**src/rtl/instr_encoder_loader.sv**
```systemverilog
// Packs one instruction's discrete fields into a 32-bit word and writes it to
// instruction memory, one word per valid/ready tuple, until the last one lands.
module instr_encoder_loader #(
  parameter int ADDR_W    = 6,
  parameter int DEPTH     = 64,
  parameter int BASE_ADDR = 0
) (
  input  logic              clk,
  input  logic              rst,
  input  logic              start,
  input  logic              in_valid,
  output logic              in_ready,
  input  logic [1:0]        in_op,
  input  logic              in_i,
  input  logic              in_l,
  input  logic [3:0]        in_cmd,
  input  logic [3:0]        in_cond,
  input  logic [3:0]        in_rd,
  input  logic [3:0]        in_rn,
  input  logic [3:0]        in_rm,
  input  logic [23:0]       in_imm,
  input  logic              in_last,
  output logic              mem_we,
  output logic [ADDR_W-1:0] mem_addr,
  output logic [31:0]       mem_wdata,
  input  logic              mem_ack,
  output logic              busy,
  output logic              done,
  output logic              full,
  output logic              err_illegal,
  output logic              err_range,
  output logic [ADDR_W:0]   word_count
);

  typedef enum logic [1:0] {
    S_IDLE,
    S_READY,
    S_WRITE,
    S_DONE
  } state_t;

  localparam logic [ADDR_W:0]   FULL_COUNT = (ADDR_W+1)'(DEPTH);
  localparam logic [ADDR_W-1:0] BASE       = ADDR_W'(BASE_ADDR);

  state_t      state;
  state_t      state_nxt;
  logic        accept;
  logic        illegal;
  logic        range_bad;
  logic        last_q;
  logic [31:0] enc;

  assign full     = (word_count == FULL_COUNT);
  assign in_ready = (state == S_READY) && !full;
  assign accept   = in_valid && in_ready;
  assign illegal  = (in_op == 2'b11);
  assign mem_we   = (state == S_WRITE);
  assign busy     = (state == S_READY) || (state == S_WRITE);
  assign done     = (state == S_DONE);

  always_comb begin
    enc        = '0;
    range_bad  = 1'b0;
    enc[31:28] = in_cond;
    enc[27:26] = in_op;
    case (in_op)
      2'b00: begin
        enc[25]    = in_i;
        enc[24:21] = in_cmd;
        enc[19:16] = in_rn;
        enc[15:12] = in_rd;
        enc[11:0]  = in_i ? {4'b0, in_imm[7:0]} : {8'b0, in_rm};
        range_bad  = in_i && (|in_imm[23:8]);
      end
      2'b01: begin
        enc[24:21] = 4'b1100;
        enc[20]    = in_l;
        enc[19:16] = in_rn;
        enc[15:12] = in_rd;
        enc[11:0]  = in_imm[11:0];
        range_bad  = |in_imm[23:12];
      end
      2'b10: begin
        enc[25]   = 1'b1;
        enc[24]   = in_l;
        enc[23:0] = in_imm;
      end
      default: ;
    endcase
  end

  always_ff @(posedge clk or posedge rst) begin
    if (rst) state <= S_IDLE;
    else     state <= state_nxt;
  end

  // start overrides every state, including abandoning a write in flight
  always_comb begin
    state_nxt = state;
    case (state)
      S_IDLE:  ;
      S_READY: begin
        if (accept) begin
          if (!illegal)     state_nxt = S_WRITE;
          else if (in_last) state_nxt = S_DONE;
        end
      end
      S_WRITE: begin
        if (mem_ack) state_nxt = last_q ? S_DONE : S_READY;
      end
      S_DONE:  ;
      default: state_nxt = S_IDLE;
    endcase
    if (start) state_nxt = S_READY;
  end

  always_ff @(posedge clk or posedge rst) begin
    if (rst) begin
      mem_addr    <= BASE;
      word_count  <= '0;
      mem_wdata   <= '0;
      last_q      <= 1'b0;
      err_illegal <= 1'b0;
      err_range   <= 1'b0;
    end else if (start) begin
      mem_addr    <= BASE;
      word_count  <= '0;
      last_q      <= 1'b0;
      err_illegal <= 1'b0;
      err_range   <= 1'b0;
    end else begin
      if (accept) begin
        if (illegal) begin
          err_illegal <= 1'b1;
        end else begin
          mem_wdata <= enc;
          last_q    <= in_last;
          if (range_bad) err_range <= 1'b1;
        end
      end
      if (mem_we && mem_ack) begin
        mem_addr   <= mem_addr + ADDR_W'(1);
        word_count <= word_count + (ADDR_W+1)'(1);
      end
    end
  end

endmodule

```
**config.mk**
```make
export PLATFORM = sky130hd
export DESIGN_NAME = instr_encoder_loader
export DESIGN_NICKNAME = d
export VERILOG_FILES = /design/src/rtl/instr_encoder_loader.sv
export SDC_FILE = /design/constraint.sdc
export NUM_CORES = 1
export LEC_CHECK = 0
export CAP_MARGIN = 5
export CORE_MARGIN = 2
export CORE_UTILIZATION = 40
export CTS_BUF_LIST = sky130_fd_sc_hd__clkbuf_4 sky130_fd_sc_hd__clkbuf_8
export DETAILED_ROUTE_END_ITERATION = 8
export MAX_ROUTING_LAYER = met4
export PLACE_DENSITY_LB_ADDON = 0.3
export RECOVER_POWER = 50
export SKIP_CTS_REPAIR_TIMING = 1
export SLEW_MARGIN = 20
export SYNTH_ARGS = -nofsm -noshare
export SYNTH_HDL_FRONTEND = slang
export SYNTH_SLANG_ARGS = --single-unit
export TNS_END_PERCENT = 5
```
**constraint.sdc**
```tcl
create_clock -name clk -period 3.2 [get_ports clk]
set_clock_uncertainty 0.2 [all_clocks]
set_input_delay 0.48 -clock clk [delete_from_list [all_inputs] [get_ports clk]]
set_output_delay 0.48 -clock clk [all_outputs]
set_load 0.02 [all_outputs]
```
Word-level counts from Yosys, hierarchy flattened
Cells that the tools add are included.
{ "classes": {"addsub": 2, "eq_ne": 11, "n_reduce_logical": 19, "n_bitwise": 2, "muxes": 27} }
{ "op_table": {"columns": ["cell", "n"], "rows": [
  ["20-bit one-hot mux with 3 select lines", 1],
  ["16-bit OR reduction", 1],
  ["7-bit two-way mux", 2],
  ["2-bit two-way mux", 6],
  ["6-bit two-way mux", 2],
  ["4-bit one-hot mux with 3 select lines", 1],
  ["12-bit OR reduction", 1],
  ["1-bit two-way mux", 10],
  ["2-bit equality test, second input constant", 4],
  ["8-bit two-way mux", 1],
  ["2-bit nonzero test", 4],
  ["7-bit by 1-bit adder with 7-bit output, second input constant", 1],
  ["7-bit equality test, second input constant", 1],
  ["6-bit by 1-bit adder with 6-bit output, second input constant", 1],
  ["1-bit one-hot mux with 2 select lines", 3],
  ["3-bit AND reduction", 2],
  ["2-bit by 1-bit equality test with 1-bit output, second input constant", 2],
  ["1-bit logical AND", 4],
  ["4-bit != test, second input constant", 1],
  ["2-bit one-hot mux with 2 select lines", 1],
  ["2-bit AND reduction", 2],
  ["4-bit AND reduction", 1],
  ["3-bit by 2-bit != test with 1-bit output, second input constant", 1],
  ["3-bit != test, second input constant", 1],
  ["6 further kinds", 7]
]} }
{ "word_totals": {"ff_bits": 50, "input_bits": 54, "word_cells": 68, "output_inout_bits": 52} }

Longest topological paths before layout
Gate-level depths: netlist of the first run.
{ "logic_depth": {"word_depth": 7, "depth_mapped": 7, "mapped_depth_nobuf": 6} }

Worst setup path after synthesis of the first run
Ideal clock, no wire load.
{ "synth_path": {"path_type": "register to register", "startpoint": "register word_count[0]", "endpoint": "register state[1]", "required_time_ps": 2875, "n_path_buf": 0, "stages_incl_launch_ff": 7, "slack_ps": 755, "period_less_slack_ps": 2445, "arrival_time_ps": 2120, "setup_time_ps": 125, "path_cell_list": "dfrtp_1 > inv_1 > ha_1 > or4b_4 > o21a_1 > a311o_1 > mux2_4"} }
{ "synth_between": {"elab_chain_cells": 6} }
{ "synth_lines": {"columns": ["item", "line", "text"], "rows": [
  ["start: declaration", "32", "output logic [ADDR_W:0] word_count"],
  ["start signal: assignment", "143", "word_count <= word_count + (ADDR_W+1)'(1);"],
  ["7-bit equality test", "53", "assign full = (word_count == FULL_COUNT);"],
  ["1-bit logical NOT", "54", "assign in_ready = (state == S_READY) && !full;"],
  ["1-bit logical AND", "54", null],
  ["net in_ready", "12", "output logic in_ready,"],
  ["1-bit logical AND", "55", "assign accept = in_valid && in_ready;"],
  ["3-bit != test (no source line)", null, null],
  ["4-bit AND reduction (no source line)", null, null],
  ["end signal: assignment", "94", "else state <= state_nxt;"],
  ["end: declaration", "45", "state_t state;"]
]} }
The timed path passes the listed nets, and every way through them passes these cells.
A chain may end at the register's enable or synchronous reset.

Worst setup path after layout of the first run
{ "layout_path": {"startpoint": "register word_count[0]", "endpoint": "output port in_ready"} }
{ "layout_between": {"elab_chain_cells": 3} }
{ "layout_lines": {"columns": ["item", "line"], "rows": [
  ["7-bit equality test", "53"],
  ["1-bit logical NOT", "54"],
  ["1-bit logical AND", "54"],
  ["end: declaration", "12"]
]} }
No other way between the ends.

==> reports/summary.txt, run 1 <==
Horizontal die dimension -> 81.4 um
Clk pin slew, worst setup/hold paths -> 0.08 ns
Largest net degree at the start of global routing -> 44
Unrepaired setup endpoints after global routing -> false
Synth unique cells -> 39
Detailed placer's ending HPWL -> 4.65 mm
Per-cell routed wire length -> 14.3 um
Placer Congestion -> 0.799
Maximum net fanout on the critical path -> 4
Net switching share of the total power -> 35.1%
Iteration count of the initial detailed-routing pass -> 4
Level count of the clock H-tree -> 2
Outcome -> completed
FMAX -> 0.337 GHz
Global-route wire length before repair -> 9.71 mm
Cell-internal power -> 1410 uW
Initial antenna violation count -> 0
Count of warnings emitted by yosys -> 0
Input/output buffers -> 105
Average vias per placed instance -> 5.03
Number of nets still failing antenna checks after routing -> 0
Most instantiated flip-flop cell in the synthesis netlist -> dfrtp_1
Height of the die -> 81.4 um
Min-delay worst type -> register to register
Total clock buffers created by CTS -> 5
Pins over their slew limit -> 0
Async set-reset flop share out of synthesis -> 100%
Clk pwr share -> 16.2%
Post-DP Area -> 3530 um2
Total Negative Setup Slacks -> 0 ns
Critical Path AT -> 2.29 ns
Flops & latches, synth -> 50
Overall routing resource usage -> 19.7%
Count of nets after finishing -> 413
DRC violation count after routing -> 0
Number of standard cells in the layout, taps in and fillers out -> 423
Hold Startpoint -> mem_wdata[23]
Number of rows created at floorplan -> 28
Share of final-layout standard cells stronger than drive strength 1 -> 4.60%
Count of vias placed by the detailed router -> 2,126
Starting density of the core -> 40.9%
Vias in the first global route -> 2,082
Maximum root-to-sink buffer count -> 2
Leakage -> 0.00157 uW
Area growth, synth to finish -> 50.4%
CP Data Required Time -> 2.52 ns
Worst reg2reg startpoint -> word_count[0]
Synthesized area divided by synthesized cell count -> 9.70 um2
Die ar. -> 6620 um2
Number of setup violations in the final report -> 0
Fin. Hold Viols -> 0
Sequential cell fraction of total power -> 41.4%
Tightest Pin Transition -> 1.21 ns
# clock sinks -> 50
Final Cycle Share -> 92.8%
Category of the most critical setup path -> register to output pin
Part of the power in combinational logic -> 42.4%
Crit path launch type -> register
Overall power after layout -> 2180 uW
Mapped Cells -> 247
TritonCTS clock tree -> built
Crit. End Element -> output pin
Summed area of non-filler cells in the final layout -> 3600 um2
Total routed wirelength -> 6.04 mm
Drt initial violations -> 101
Most common library cell in the layout ignoring fill and taps -> clkdlybuf4s50_1
Clock insertion delay at the later pin of the skew report -> 0.29 ns
GRT overflow -> 0
Leading cell types in the layout, fill and taps excluded -> clkdlybuf4s50_1, dfrtp_1, nand2_1, o21ai_0, dlygate4sd3_1
Summed instance area of the synthesized netlist -> 2390 um2
Ant diodes -> 0
Cells after DPL -> 417
Total of max-cap violations -> 0
Startpoint of the worst setup timing path -> word_count[0]
Total nets after synthesis -> 311
Worst slew margin relative to its limit -> 19.6%
Cell at the root of the clock tree -> clkbuf_8
Max rail drop VDD -> 0.000379 V
Core Region -> 5850 um2
Net switching power -> 764 uW
Post-synth EDFFs -> 0
Top-level port count -> 106
Post-route minimum period -> 2.97 ns
Share of the yosys chip area belonging to registers -> 52.2%
Pwr Density -> 605 nW/um2
==> final cells by class <==
cell class / count / area [um2]
Clock buffer: 6 / 82.6
Fill cell: 497 / 2250
Inverter: 11 / 41.3
Multi-Input combinational cell: 172 / 1060
Sequential cell: 50 / 1250
Tap cell: 75 / 93.8
Timing Repair Buffer: 109 / 1070
==> cells by family after synthesis <==
family / Yosys count / share of synthesized area [%]
compound gates: 64 / 16.0
xor+xnor: 10 / 3.66
simple gates: 81 / 15.5
buf+inv: 25 / 3.97
flops: 50 / 52.2
mux: 7 / 3.34
fa+ha+maj: 10 / 5.22
==> layer usage <==
| metal | track usage (%) | part of all wire [%] | up-vias |
|---|---|---|---|
| met4 | 5.08 | 0.40 | 0 |
| met3 | 5.44 | 7.1 | 2 |
| met5 | - | 0 | - |
| li1 | - | - | 1058 |
| met2 | 29.6 | 48 | 75 |
| met1 | 26.4 | 44 | 991 |
==> final timing paths <==
kind                            endpoint  slack (ns)  depth (start not counted)
hold reg to reg            mem_wdata[23]        0.28                          2
setup reg to reg           mem_wdata[22]        0.53                          6
min in group asynchronous  mem_wdata[27]        0.35                          2
hold / removal             mem_wdata[23]        0.28                          2
setup / recovery                in_ready        0.23                          5
max in group asynchronous  mem_wdata[25]        1.05                          3
==> synth_stat cells (2+ instances only) <==
master | instances | area [um2]
inv_1 | 11 | 41.3
ha_1 | 10 | 125
nand2_1 | 44 | 165
nor3_1 | 2 | 10.0
nor2_1 | 14 | 52.6
dfrtp_1 | 50 | 1250
or3_1 | 2 | 12.5
xor2_1 | 6 | 52.6
nand4_1 | 3 | 18.8
nand3_1 | 2 | 10.0
o21ai_0 | 34 | 170
a21oi_1 | 6 | 30.0
mux2i_1 | 2 | 20.0
a221oi_1 | 2 | 17.5
clkbuf_1 | 11 | 41.3
xnor2_1 | 4 | 35.0
a22oi_1 | 14 | 105
mux2_2 | 4 | 45.0
buf_1 | 2 | 7.51
nor4_1 | 5 | 31.3
==> power by group through the flow <==
stage                     logic, uW  clock network [uW]  registers, uW
after global routing            998                 398            926
after global placement          945                   0            914
after CTS                       964                 368            909
final                           924                 352            903
after floorplan                 247                   0           1110
after detailed placement        962                   0            914
==> stage by stage <==
| stage | utilization (%) | setup WS, ns | hold WS, ns |
|---|---|---|---|
| floorplan | - | 0.755 | 0.289 |
| detailed placement | 60.3 | 0.315 | 0.274 |
| CTS | 61.7 | 0.222 | 0.186 |
| global route | 61.6 | 0.144 | 0.301 |
| global placement | 60.3 | 0.426 | 0.262 |
| finish | 61.6 | 0.229 | 0.280 |
==> registers in the layout, summed over array words and instances, names as in the netlist <==
signal,flops
last_q,1
mem_addr,6
word_count,7
state,2
mem_wdata,32
err_range,1
err_illegal,1
==> worst max-delay path: stages (launching register included) <==
cell and delay (ns):
dfrtp_1 0.43, inv_1 0.11, ha_1 0.16, or4b_4 0.51, o21a_1 0.24, clkdlybuf4s50_1 0.56
Note: power is estimated with default switching activity, not from simulation.
==> run 2: changes to the inputs <==
CORE_MARGIN = default   (was 2)
==> run 2 against run 1 <==
The flow now finishes with violations (capacitance limit, slew limit). Non-clock buffer count is 1 lower. Critical path depth unchanged. Power grew 8.6%. Combinational power is essentially flat. Sequential power barely moved. Sequential share of layout area is 0.72 points lower. Clock power rose by 54%. Count of clock-buffer cells in the layout stayed put. Flip-flop and latch count unchanged. Cell area grew 2.1%. Largest cell class unchanged.
==> reports/summary.txt, run 2 (synthesized netlist as in run 1, its figures left out) <==
Outcome -> finished, violations left
Violations in the final reports -> capacitance limit, slew limit
Post-DP Area -> 3510 um2
Number of setup violations in the final report -> 0
Summed area of non-filler cells in the final layout -> 3680 um2
FMAX -> 0.344 GHz
Unrepaired setup endpoints after global routing -> false
Initial antenna violation count -> 0
Worst slew margin relative to its limit -> -23.6%
Global-route wire length before repair -> 9.68 mm
Total of max-cap violations -> 1
Overall power after layout -> 2370 uW
Fill cell instance count of the final layout -> 468
Level count of the clock H-tree -> 2
Part of the power in combinational logic -> 39.1%
Detailed placer's ending HPWL -> 4.50 mm
Overall routing resource usage -> 20.5%
Area growth, synth to finish -> 53.6%
Pwr Density -> 643 nW/um2
Tightest Pin Transition -> 1.85 ns
Number of nets still failing antenna checks after routing -> 0
Leakage -> 0.00161 uW
Largest regs -> mem_wdata (32), word_count (7), mem_addr (6)
Total clock buffers created by CTS -> 5
Drt initial violations -> 108
Ant diodes -> 0
Horizontal die dimension -> 79.4 um
Cell at the root of the clock tree -> clkbuf_8
Largest register by flop count -> mem_wdata
Starting density of the core -> 42.4%
Fin. Hold Viols -> 0
Most common library cell in the layout ignoring fill and taps -> clkdlybuf4s50_1
Total Negative Setup Slacks -> 0 ns
Crit path launch type -> register
Cell-internal power -> 1580 uW
Final Cycle Share -> 90.7%
Vias in the first global route -> 1,972
Crit. End Element -> output pin
Clk pin slew, worst setup/hold paths -> 0.09 ns
Core Region -> 5640 um2
CP Data Required Time -> 2.52 ns
Clock insertion delay at the later pin of the skew report -> 0.30 ns
Net switching share of the total power -> 33.1%
Largest net degree at the start of global routing -> 54
# clock sinks -> 50
Post-route minimum period -> 2.90 ns
Height of the die -> 79.4 um
Net switching power -> 784 uW
Worst Hold Margin -> 0.282 ns
Input/output buffers -> 105
Critical Path AT -> 2.22 ns
Sequential cell fraction of total power -> 38.0%
Count of vias placed by the detailed router -> 2,117
Total routed wirelength -> 6.03 mm
Leading cell types in the layout, fill and taps excluded -> clkdlybuf4s50_1, dfrtp_1, nand2_1, o21ai_0, dlygate4sd3_1
Die ar. -> 6300 um2
Clk pwr share -> 22.8%
Number of rows created at floorplan -> 27
DRC violation count after routing -> 0
Top-level port count -> 106
Count of nets after finishing -> 412
Max rail drop VDD -> 0.000371 V
Iteration count of the initial detailed-routing pass -> 4
Maximum net fanout on the critical path -> 4
Share of final-layout standard cells stronger than drive strength 1 -> 5.44%
GRT overflow -> 0
Pins over their slew limit -> 51
Maximum root-to-sink buffer count -> 2
Min-delay worst type -> register to register
Largest register FFs -> 32
TritonCTS clock tree -> built
Per-cell routed wire length -> 14.3 um
Category of the most critical setup path -> register to output pin
Placer Congestion -> 0.851
Average vias per placed instance -> 5.03
## run 2: changes by cell type in the layout (fill, tap and decap cells not counted), sizes merged
cell	delta
buf	+1
dlygate4sd3	+3
bufinv	+2
clkbuf	-2
clkdlybuf4s50	-3
## run 2: final timing paths
kind / to / slack [ns] / cells after the start / from
worst min register to register: mem_wdata[2] / 0.28 / 2 / mem_wdata[2]
worst max register to register: mem_wdata[22] / 0.83 / 7 / word_count[0]
worst max-delay path: in_ready / 0.30 / 5 / word_count[0]
max in group asynchronous: mem_addr[0] / 0.72 / 2 / rst
min in group asynchronous: mem_addr[5] / 1.02 / 2 / rst
worst min-delay path: mem_wdata[2] / 0.28 / 2 / mem_wdata[2]
## run 2: layout make-up
| cell class | instances | area (um2) | area share, % |
|---|---|---|---|
| clock inverter | 2 | 60.1 | 1.63 |
| sequential | 50 | 1250 | 34.0 |
| inverter | 11 | 41.3 | 1.12 |
| timing repair buffer | 108 | 1090 | 29.7 |
| tap | 72 | 90.1 | 2.45 |
| multi-input combinational | 172 | 1060 | 28.8 |
| clock buffer | 6 | 82.6 | 2.24 |
## run 2: power by group through the flow
stage                     Clock, uW  Combinational, uW  Sequential [uW]
final                           541                925              900
after detailed placement          0                956              911
after global placement            0                936              911
after CTS                       551                957              904
after floorplan                   0                247             1110
after global routing            577                993              923
## run 2: layer usage
metal / up-vias / share of wire [%] / track usage (%)
li1: 1057 / - / -
met1: 977 / 44 / 26.8
met2: 73 / 49 / 33.0
met3: 10 / 4.8 / 2.97
met4: 0 / 1.7 / 6.55
met5: - / 0 / -
## run 2: worst max-delay path, stage by stage (launching register included)
cell and delay [ns]:
dfrtp_1 0.43, inv_1 0.10, ha_1 0.14, or4b_4 0.49, o21a_1 0.23, clkdlybuf4s50_1 0.54
## run 2: through the flow
stage | utilization (%) | worst slack [ns] | instances
finish | 65.2 | 0.296 | 421
global route | 65.2 | 0.202 | 421
global placement | 62.2 | 0.389 | 412
floorplan | - | 0.755 | 247
detailed placement | 62.2 | 0.295 | 412
CTS | 64.7 | 0.287 | 420
==> run 3: changes to the inputs <==
MAX_ROUTING_LAYER = default   (was met4)
==> run 3 against run 2 <==
The run still ends with capacitance limit, slew limit left. Final cell count unchanged. Non-clock buffer count unchanged. Register-to-register slack about the same. First-iteration DRC count decreased by 5.6%. Clock power about the same. Routed wire length increased by 0.23%. Maximum frequency about the same. Critical path type unchanged. Critical endpoint unchanged. Largest cell class unchanged. Highest routed layer unchanged.
==> reports/summary.txt, run 3 (synthesized netlist as in run 1, its figures left out) <==
Crit path launch type -> register
Largest net degree at the start of global routing -> 54
Clk pin slew, worst setup/hold paths -> 0.09 ns
Number of nets still failing antenna checks after routing -> 0
Number of rows created at floorplan -> 27
Die ar. -> 6300 um2
Detailed placer's ending HPWL -> 4.50 mm
Largest register by flop count -> mem_wdata
Min-delay worst type -> register to register
Pins over their slew limit -> 51
Category of the most critical setup path -> register to output pin
Core Region -> 5640 um2
Tightest Pin Transition -> 1.85 ns
Slowest stage cell on the critical path -> clkdlybuf4s50_1
Post-route minimum period -> 2.91 ns
Crit path max-delay family -> buffers and inverters
CP Data Required Time -> 2.52 ns
Total of max-cap violations -> 1
Number of buffers and inverters on the critical path -> 2
Final Cycle Share -> 90.8%
Leakage -> 0.00161 uW
Height of the die -> 79.4 um
Area growth, synth to finish -> 53.6%
Maximum root-to-sink buffer count -> 2
Maximum net fanout on the critical path -> 4
Count of nets after finishing -> 412
TritonCTS clock tree -> built
Unrepaired setup endpoints after global routing -> false
Maximum single-stage delay on the critical path -> 0.54 ns
# clock sinks -> 50
Level count of the clock H-tree -> 2
Vias in the first global route -> 1,978
Ordered cell list for the critical path -> inv_1, ha_1, or4b_4, o21a_1, clkdlybuf4s50_1
Share of final-layout standard cells stronger than drive strength 1 -> 5.44%
Starting density of the core -> 42.4%
DRC violation count after routing -> 0
Number of setup violations in the final report -> 0
Violations in the final reports -> capacitance limit, slew limit
Max rail drop VDD -> 0.000371 V
Initial antenna violation count -> 0
Critical Path AT -> 2.23 ns
Total clock buffers created by CTS -> 5
Leading cell types in the layout, fill and taps excluded -> clkdlybuf4s50_1, dfrtp_1, nand2_1, o21ai_0, dlygate4sd3_1
Ant diodes -> 0
Average vias per placed instance -> 5.05
Placer Congestion -> 0.838
FF/Latch Area -> 1250 um2
GRT overflow -> 0
Per-cell routed wire length -> 14.4 um
Count of vias placed by the detailed router -> 2,125
Clock insertion delay at the later pin of the skew report -> 0.30 ns
Largest regs -> mem_wdata (32), word_count (7), mem_addr (6)
Pwr Density -> 644 nW/um2
Largest register FFs -> 32
Iteration count of the initial detailed-routing pass -> 4
Crit. End Element -> output pin
Outcome -> finished, violations left
Total routed wirelength -> 6.05 mm
Fill cell instance count of the final layout -> 468
Multi-input gate area -> 1060 um2
Post-DP Area -> 3510 um2
Top-level port count -> 106
Fin. Hold Viols -> 0
Input/output buffers -> 105
Total Negative Setup Slacks -> 0 ns
Cell at the root of the clock tree -> clkbuf_8
FMAX -> 0.344 GHz
Horizontal die dimension -> 79.4 um
Overall routing resource usage -> 20.0%
Summed area of non-filler cells in the final layout -> 3680 um2
Drt initial violations -> 102
Most common library cell in the layout ignoring fill and taps -> clkdlybuf4s50_1
Worst slew margin relative to its limit -> -23.5%
Global-route wire length before repair -> 9.68 mm
run 3: cell counts in the layout (fill, tap and decap cells not counted):
Identical to the previous run, type by type.
run 3: tightest hold or removal path: cells and delay by family, from the launching register on:
family / cells / cell delay, ns
flops: 1 / 0.35
simple gates: 1 / 0.04
compound gates: 1 / 0.06
run 3: area by class of cell:
class                           count  area share [%]
Sequential cell                    50            34.0
Clock inverter                      2            1.63
Tap cell                           72            2.45
Clock buffer                        6            2.24
Timing Repair Buffer              108            29.7
Inverter                           11            1.12
Multi-Input combinational cell    172            28.8
run 3: power breakdown:
part	internal (uW)	switching, uW	leakage (uW)
registers	802	97.6	0.000657
logic	447	479	0.000885
clock network	333	209	0.0000714
total	1580	785	0.00161
run 3: path summary, 6_finish.rpt:
kind                       slack (ns)  cells past startpoint           from             to
max                              0.29                      5  word_count[0]       in_ready
min                              0.28                      2   mem_wdata[2]   mem_wdata[2]
max reg2reg                      0.83                      7  word_count[0]  mem_wdata[22]
min reg2reg                      0.28                      2   mem_wdata[2]   mem_wdata[2]
max in group asynchronous        0.72                      2            rst    mem_addr[0]
min in group asynchronous        1.02                      2            rst    mem_addr[5]
run 3: metrics by stage:
| step | hold WS [ns] | power (uW) | setup slack (ns) | util, % | instances |
|---|---|---|---|---|---|
| 3_3_place_gp | 0.261 | 1850 | 0.389 | 62.2 | 412 |
| 6_report | 0.282 | 2370 | 0.294 | 65.2 | 421 |
| 5_1_grt | 0.304 | 2490 | 0.202 | 65.2 | 421 |
| 2_1_floorplan | 0.289 | 1360 | 0.755 | - | 247 |
| 3_5_place_dp | 0.271 | 1870 | 0.295 | 62.2 | 412 |
| 4_1_cts | 0.292 | 2410 | 0.287 | 64.7 | 420 |
run 3: layer usage:
metal  GRT usage [%]  routed length [um]
met4            6.55                 100
met5               0                   0
met3            3.54                 316
met2            33.0                2980
met1            26.5                2640
